`config.mk`:
```
export PLATFORM = sky130hd
export DESIGN_NAME = uart_rx_frame_ctrl
export DESIGN_NICKNAME = d
export VERILOG_FILES = /design/src/rtl/uart_pkg.sv /design/src/rtl/rx_frame_buf.sv /design/src/rtl/uart_rx_frame_ctrl.sv
export SDC_FILE = /design/constraint.sdc
export NUM_CORES = 1
export LEC_CHECK = 0
export BUFFER_PORTS_ARGS = -buffer_cell sky130_fd_sc_hd__buf_2
export CAP_MARGIN = 25
export CORE_MARGIN = 2
export CORE_UTILIZATION = 45
export CTS_CLUSTER_DIAMETER = 100
export DETAILED_ROUTE_END_ITERATION = 10
export PLACE_DENSITY_LB_ADDON = 0.12
export SYNTH_ARGS = -nofsm -noshare
export SYNTH_HDL_FRONTEND = slang
export SYNTH_SLANG_ARGS = --single-unit
```
`constraint.sdc`:
```
create_clock -name sourceClk -period 2.3 [get_ports sourceClk]
set_clock_uncertainty 0.15 [all_clocks]
set_input_delay 0.345 -clock sourceClk [delete_from_list [all_inputs] [get_ports sourceClk]]
set_output_delay 0.345 -clock sourceClk [all_outputs]
set_load 0.02 [all_outputs]
```
`src/rtl/uart_pkg.sv`:
```
// +-----------------------------------------------------------------------------+
// | uart_pkg : shared types and constants for the UART receive-side frame path  |
// | Revision : 1.0 - initial release                                            |
// +-----------------------------------------------------------------------------+
`default_nettype none

package uart_pkg;

    typedef enum logic [2:0] {
        FrIdle    = 3'd0,
        FrLen     = 3'd1,
        FrPayload = 3'd2,
        FrCheck   = 3'd3,
        FrHold    = 3'd4
    } FrameState;

    localparam logic [7:0] SOF_BYTE_DEFAULT = 8'hA5;

    // Saturating increment used by the error counter.
    function automatic logic [7:0] sat_inc8(input logic [7:0] value);
        return (value == 8'hFF) ? value : value + 8'd1;
    endfunction

endpackage

`default_nettype wire

```
`src/rtl/rx_frame_buf.sv`:
```
// +-----------------------------------------------------------------------------+
// | rx_frame_buf : payload store, one synchronous write port, one async read    |
// | Revision     : 1.0 - initial release                                        |
// +-----------------------------------------------------------------------------+
`default_nettype none

module rx_frame_buf #(
    parameter int DEPTH = 16,
    parameter int AW    = 5
) (
    input  logic          sourceClk,
    input  logic          wr_en,
    input  logic [AW-1:0] wr_addr,
    input  logic [7:0]    wr_data,
    input  logic [AW-1:0] rd_addr,
    output logic [7:0]    rd_data
);

    localparam logic [AW-1:0] LAST_ADDR = AW'(DEPTH - 1);

    logic [7:0] mem_q [DEPTH];

    // Contents are intentionally not reset; the controller never exposes them
    // until a complete frame has been written.
    always_ff @(posedge sourceClk) begin
        if (wr_en) begin
            mem_q[wr_addr] <= wr_data;
        end
    end

    // Addresses past the physical depth read as zero rather than aliasing.
    always_comb begin
        rd_data = 8'h00;
        if (rd_addr <= LAST_ADDR) begin
            rd_data = mem_q[rd_addr];
        end
    end

endmodule

`default_nettype wire

```
`src/rtl/uart_rx_frame_ctrl.sv`:
```
// +-----------------------------------------------------------------------------+
// | uart_rx_frame_ctrl : parses SOF/LEN/payload/XOR-checksum frames from a UART |
// |                      receiver and holds good frames until acknowledged      |
// | Revision           : 1.0 - initial release                                  |
// +-----------------------------------------------------------------------------+
`default_nettype none

module uart_rx_frame_ctrl
    import uart_pkg::*;
#(
    parameter int         MAX_LEN        = 16,
    parameter logic [7:0] SOF_BYTE       = SOF_BYTE_DEFAULT,
    parameter int         TIMEOUT_CYCLES = 100000,
    parameter int         LEN_W          = $clog2(MAX_LEN + 1)
) (
    input  logic             sourceClk,
    input  logic             reset,
    input  logic [7:0]       rx_byte,
    input  logic             rx_complete,
    output logic             frame_valid,
    output logic [LEN_W-1:0] frame_len,
    input  logic [LEN_W-1:0] rd_addr,
    output logic [7:0]       rd_data,
    input  logic             frame_ack,
    output logic             err_len,
    output logic             err_csum,
    output logic             err_overrun,
    output logic             err_timeout,
    output logic [7:0]       err_count
);

    localparam int               TMO_W        = $clog2(TIMEOUT_CYCLES + 1);
    localparam logic [7:0]       MAX_LEN_B    = 8'(MAX_LEN);
    localparam logic [TMO_W-1:0] TIMEOUT_LAST = TMO_W'(TIMEOUT_CYCLES - 1);

    FrameState        state_q,       state_d;
    logic [LEN_W-1:0] len_q,         len_d;
    logic [LEN_W-1:0] idx_q,         idx_d;
    logic [7:0]       csum_q,        csum_d;
    logic [TMO_W-1:0] gap_q,         gap_d;
    logic             frame_valid_q, frame_valid_d;
    logic             err_len_q,     err_len_d;
    logic             err_csum_q,    err_csum_d;
    logic             err_overrun_q, err_overrun_d;
    logic             err_timeout_q, err_timeout_d;
    logic [7:0]       err_count_q,   err_count_d;

    logic             buf_we;
    logic             in_frame;
    logic             is_sof;

    rx_frame_buf #(
        .DEPTH (MAX_LEN),
        .AW    (LEN_W)
    ) u_buf (
        .sourceClk (sourceClk),
        .wr_en     (buf_we),
        .wr_addr   (idx_q),
        .wr_data   (rx_byte),
        .rd_addr   (rd_addr),
        .rd_data   (rd_data)
    );

    assign in_frame = (state_q == FrLen) || (state_q == FrPayload) || (state_q == FrCheck);
    assign is_sof   = rx_complete && (rx_byte == SOF_BYTE);

    always_comb begin
        state_d       = state_q;
        len_d         = len_q;
        idx_d         = idx_q;
        csum_d        = csum_q;
        gap_d         = '0;
        frame_valid_d = frame_valid_q;
        err_len_d     = 1'b0;
        err_csum_d    = 1'b0;
        err_overrun_d = 1'b0;
        err_timeout_d = 1'b0;
        buf_we        = 1'b0;

        // Gap counter only runs mid-frame; a strobe always restarts it.
        if (in_frame && !rx_complete) begin
            if (gap_q == TIMEOUT_LAST) begin
                err_timeout_d = 1'b1;
                state_d       = FrIdle;
            end else begin
                gap_d = gap_q + TMO_W'(1);
            end
        end

        case (state_q)
            FrIdle: begin
                if (is_sof) begin
                    state_d = FrLen;
                end
            end
            FrLen: begin
                if (rx_complete) begin
                    if ((rx_byte == 8'h00) || (rx_byte > MAX_LEN_B)) begin
                        err_len_d = 1'b1;
                        state_d   = FrIdle;
                    end else begin
                        len_d   = rx_byte[LEN_W-1:0];
                        csum_d  = rx_byte;
                        idx_d   = '0;
                        state_d = FrPayload;
                    end
                end
            end
            FrPayload: begin
                if (rx_complete) begin
                    buf_we = 1'b1;
                    csum_d = csum_q ^ rx_byte;
                    idx_d  = idx_q + LEN_W'(1);
                    if ((idx_q + LEN_W'(1)) == len_q) begin
                        state_d = FrCheck;
                    end
                end
            end
            FrCheck: begin
                if (rx_complete) begin
                    if (rx_byte == csum_q) begin
                        state_d       = FrHold;
                        frame_valid_d = 1'b1;
                    end else begin
                        err_csum_d = 1'b1;
                        state_d    = FrIdle;
                    end
                end
            end
            FrHold: begin
                // Ack wins over a coincident byte, which is then parsed as if idle.
                if (frame_ack) begin
                    frame_valid_d = 1'b0;
                    state_d       = is_sof ? FrLen : FrIdle;
                end else if (rx_complete) begin
                    err_overrun_d = 1'b1;
                end
            end
            default: begin
                state_d       = FrIdle;
                frame_valid_d = 1'b0;
            end
        endcase

        err_count_d = err_count_q;
        if (err_len_d || err_csum_d || err_overrun_d || err_timeout_d) begin
            err_count_d = sat_inc8(err_count_q);
        end
    end

    always_ff @(posedge sourceClk) begin
        if (!reset) begin
            state_q       <= FrIdle;
            len_q         <= '0;
            idx_q         <= '0;
            csum_q        <= 8'h00;
            gap_q         <= '0;
            frame_valid_q <= 1'b0;
            err_len_q     <= 1'b0;
            err_csum_q    <= 1'b0;
            err_overrun_q <= 1'b0;
            err_timeout_q <= 1'b0;
            err_count_q   <= 8'h00;
        end else begin
            state_q       <= state_d;
            len_q         <= len_d;
            idx_q         <= idx_d;
            csum_q        <= csum_d;
            gap_q         <= gap_d;
            frame_valid_q <= frame_valid_d;
            err_len_q     <= err_len_d;
            err_csum_q    <= err_csum_d;
            err_overrun_q <= err_overrun_d;
            err_timeout_q <= err_timeout_d;
            err_count_q   <= err_count_d;
        end
    end

    assign frame_valid = frame_valid_q;
    assign frame_len   = len_q;
    assign err_len     = err_len_q;
    assign err_csum    = err_csum_q;
    assign err_overrun = err_overrun_q;
    assign err_timeout = err_timeout_q;
    assign err_count   = err_count_q;

endmodule

`default_nettype wire
```
==> impl_metrics.env <==
export IMPL_path_cells="mux4_2 -> mux4_2 -> nor2b_4 -> buf_6"
export IMPL_via_per_inst=5.45
export IMPL_syn_avg_cell_area_um2=14.7
export IMPL_synth_cell_area_mm2=0.00748
export IMPL_cts_path_max_buffers=2
export IMPL_synth_cell_types=47
export IMPL_row_count=47
export IMPL_maxCapViolCount=0
export IMPL_finalWorstSetupSlack_ps=-273
export IMPL_status="finished, violations left"
export IMPL_syn_instance_count=509
export IMPL_p_per_area_mw_per_mm2=697
export IMPL_hp_class="in -> reg"
export IMPL_ys_ff_latch=179
export IMPL_endpoint_kind="primary output"
export IMPL_max_freq_mhz=389
export IMPL_io_pins=43
export IMPL_root_buffer="clkbuf_16"
export IMPL_wl_per_cell_um=19.7
export IMPL_core_area_mm2=0.0164
export IMPL_finalCritPeriodShare=1.12
export IMPL_post_route_cells_drive_above_1_share=0.302
export IMPL_crit_path_max_fanout=1
export IMPL_path_class="reg -> out"
export IMPL_critical_path_top_delay_family="multiplexers"
export IMPL_drt_iter0_drc=433
export IMPL_p_total_mw=6.43
export IMPL_ant_nets=0
export IMPL_required_ps=1800
export IMPL_ys_seq_area_frac=0.650
export IMPL_tns_ps=-1850
export IMPL_start_util=0.456
export IMPL_critPathSlowestCell="mux4_2"
export IMPL_path_buf_inv=1
export IMPL_finalSetupViolations=8
export IMPL_drv_slew=0
export IMPL_relSlewSlack=0.635
export IMPL_violations="setup timing"
export IMPL_worst_setup_path_start_kind="flop"
export IMPL_port_buffers=42
export IMPL_crit_top_cell="mux4_2"
export IMPL_final_cell_count_no_fill=845
export IMPL_clk_latency_ps=420
export IMPL_finalNetCount=635
export IMPL_hpwl_mm=11.3
export IMPL_cts_max_level=4
export IMPL_die_h_um=133
export IMPL_drc=0
export IMPL_cts_buffers=17
export IMPL_first_global_vias=4550
export IMPL_grt_overflow=0
export IMPL_hold_buffers=0
export IMPL_grt_max_degree=29
export IMPL_cts_tree="built"
export IMPL_grtUsageTotal=0.197
export IMPL_diodes=0
export IMPL_cp_arrival_ps=2080
export IMPL_wl_mm=16.6
export IMPL_first_pass_iters=5
export IMPL_antenna_found_initial=0
export IMPL_path_clk_slew_ps=60
export IMPL_postPlaceCellArea_mm2=0.00863
export IMPL_finalCriticalPeriod_ps=2570
export IMPL_place_congestion=0.787
export IMPL_area_delta_synth_final_pct=23.4
export IMPL_peakVddDrop_mv=0.525
export IMPL_post_place_ws_ps=-249
export IMPL_via_count=4607
export IMPL_synth_fp_nets=532
export IMPL_place_inst=813
export IMPL_cts_setup_buffers=0
export IMPL_leakagePower_nw=3.21
export IMPL_worst_pin_slew_ps=548
export IMPL_final_cell_area_mm2=0.00924
export IMPL_cpPeakStageDelay_ps=490
export IMPL_grt_first_pass_wirelength_mm=25.6
export IMPL_die_w_um=133
export IMPL_clock_sinks=179
export IMPL_rsz0062_at_grt="true"
export IMPL_dieArea_mm2=0.0177
export IMPL_fillers=1303
export IMPL_yosys_warnings=0
export IMPL_finalHoldViolCount=0
==> where the power goes <==
part | internal [mW] | total, mW | switching, mW
Clock | 1.48 | 2.67 | 1.18
Combinational | 0.158 | 0.320 | 0.162
Sequential | 3.45 | 3.45 | 0.0000957
Total | 5.09 | 6.43 | 1.35
==> layout by cell type, fill, tap and decap left out, drive strengths merged, types with 2 or more instances in the layout <==
master | netlist | routed
a31oi | 4 | 4
a21oi | 20 | 20
edfxtp | 128 | 128
nand3 | 14 | 14
ha | 6 | 6
nor4b | 2 | 2
nand2b | 2 | 2
clkinv | 0 | 4
or3 | 4 | 4
nor2b | 9 | 9
mux4 | 40 | 40
inv | 10 | 12
xnor2 | 8 | 8
clkbuf | 13 | 19
nor4 | 7 | 7
nor3b | 2 | 2
xor2 | 22 | 22
o211ai | 8 | 8
clkinvlp | 0 | 6
o21ai | 14 | 14
buf | 6 | 103
or4 | 2 | 2
a31o | 2 | 2
and3 | 11 | 11
dfxtp | 51 | 51
nand4b | 2 | 2
nor2 | 50 | 50
nand2 | 24 | 24
nand4 | 5 | 5
nor3 | 9 | 9
and2 | 15 | 15
mux2i | 8 | 8
==> through the flow <==
step,hold slack (ps),utilization
floorplan,263,-
global placement,272,0.526
detailed placement,284,0.526
CTS,46.8,0.562
global route,61.3,0.563
finish,64.2,0.563
==> state kept, by name, summed over array words and instances (netlist names) <==
signal       count
csum_q           8
err_count        8
err_csum         1
err_len          1
err_overrun      1
err_timeout      1
frame_len        5
frame_valid      1
gap_q           17
idx_q            5
state_q          3
u_buf.mem_q    128
==> Yosys cell counts (all sizes together) <==
library cell / count / area (um2)
a211o: 1 / 8.76
a21o: 1 / 7.51
a21oi: 20 / 100
a31o: 2 / 17.5
a31oi: 4 / 25.0
a41oi: 1 / 8.76
and2: 15 / 93.8
and3: 11 / 68.8
buf: 6 / 31.3
clkbuf: 13 / 48.8
dfxtp: 51 / 1020
edfxtp: 128 / 3840
ha: 6 / 75.1
inv: 10 / 37.5
mux2i: 8 / 80.1
mux4: 40 / 901
nand2: 24 / 90.1
nand2b: 2 / 12.5
nand3: 14 / 70.1
nand4: 5 / 31.3
nand4b: 2 / 17.5
nor2: 50 / 188
nor2b: 9 / 56.3
nor3: 9 / 45.0
nor3b: 2 / 20.0
nor4: 7 / 65.1
nor4b: 2 / 17.5
o211a: 1 / 10.0
o211ai: 8 / 60.1
o21ai: 14 / 70.1
o21bai: 1 / 7.51
o22a: 1 / 8.76
o311a: 1 / 10.0
o31ai: 1 / 7.51
or2: 1 / 6.26
or3: 4 / 25.0
or3b: 1 / 8.76
or4: 2 / 15.0
or4b: 1 / 10.0
xnor2: 8 / 70.1
xor2: 22 / 193
==> worst min-delay path, cell delays in order <==
cell and delay, ps:
buf_2 90, nor2b_1 60, inv_1 50, a21oi_1 50
==> final timing paths <==
check                                                  start                            to  slack [ps]  cells after the start
worst max register to register         state_q[2]$_SDFF_PN0_  u_buf.mem_q[11][5]$_DFFE_PP_         160                      5
worst min-delay path                               frame_ack         state_q[2]$_SDFF_PN0_          60                      4
worst min register to register           gap_q[0]$_SDFF_PP0_           gap_q[0]$_SDFF_PP0_         290                      1
worst max-delay path            u_buf.mem_q[15][4]$_DFFE_PP_                    rd_data[4]        -270                      4
==> timing repair <==
action                     CTS  global route
cloned                       0             0
resized for setup           16             2
setup endpoints to repair    8            16
==> area by class of cell <==
| cell class | count | area [um2] | area share |
|---|---|---|---|
| clock buffer | 19 | 433 | 0.0469 |
| clock inverter | 13 | 110 | 0.0119 |
| timing repair buffer | 103 | 943 | 0.102 |
| tap | 220 | 275 | 0.0298 |
| sequential | 179 | 4860 | 0.527 |
| multi-input combinational | 301 | 2570 | 0.278 |
| inverter | 10 | 37.5 | 0.00406 |
==> logic make-up after synthesis <==
logic type / after synthesis / synth area share
buffers and inverters: 29 / 0.0157
flip-flops: 179 / 0.650
XOR/XNOR: 30 / 0.0351
AND/OR/NAND/NOR: 161 / 0.112
adder cells (fa/ha/maj): 6 / 0.0100
AO/OA/AOI/OAI: 56 / 0.0456
multiplexers: 48 / 0.131
==> layer usage <==
metal,up-vias,share of wire,GRT usage
met5,-,0,0
met4,0,0.014,0.0585
met3,19,0.039,0.0395
met2,117,0.51,0.330
met1,2315,0.44,0.262
li1,2156,-,-
No activity file was read; power rests on OpenSTA's default activity.
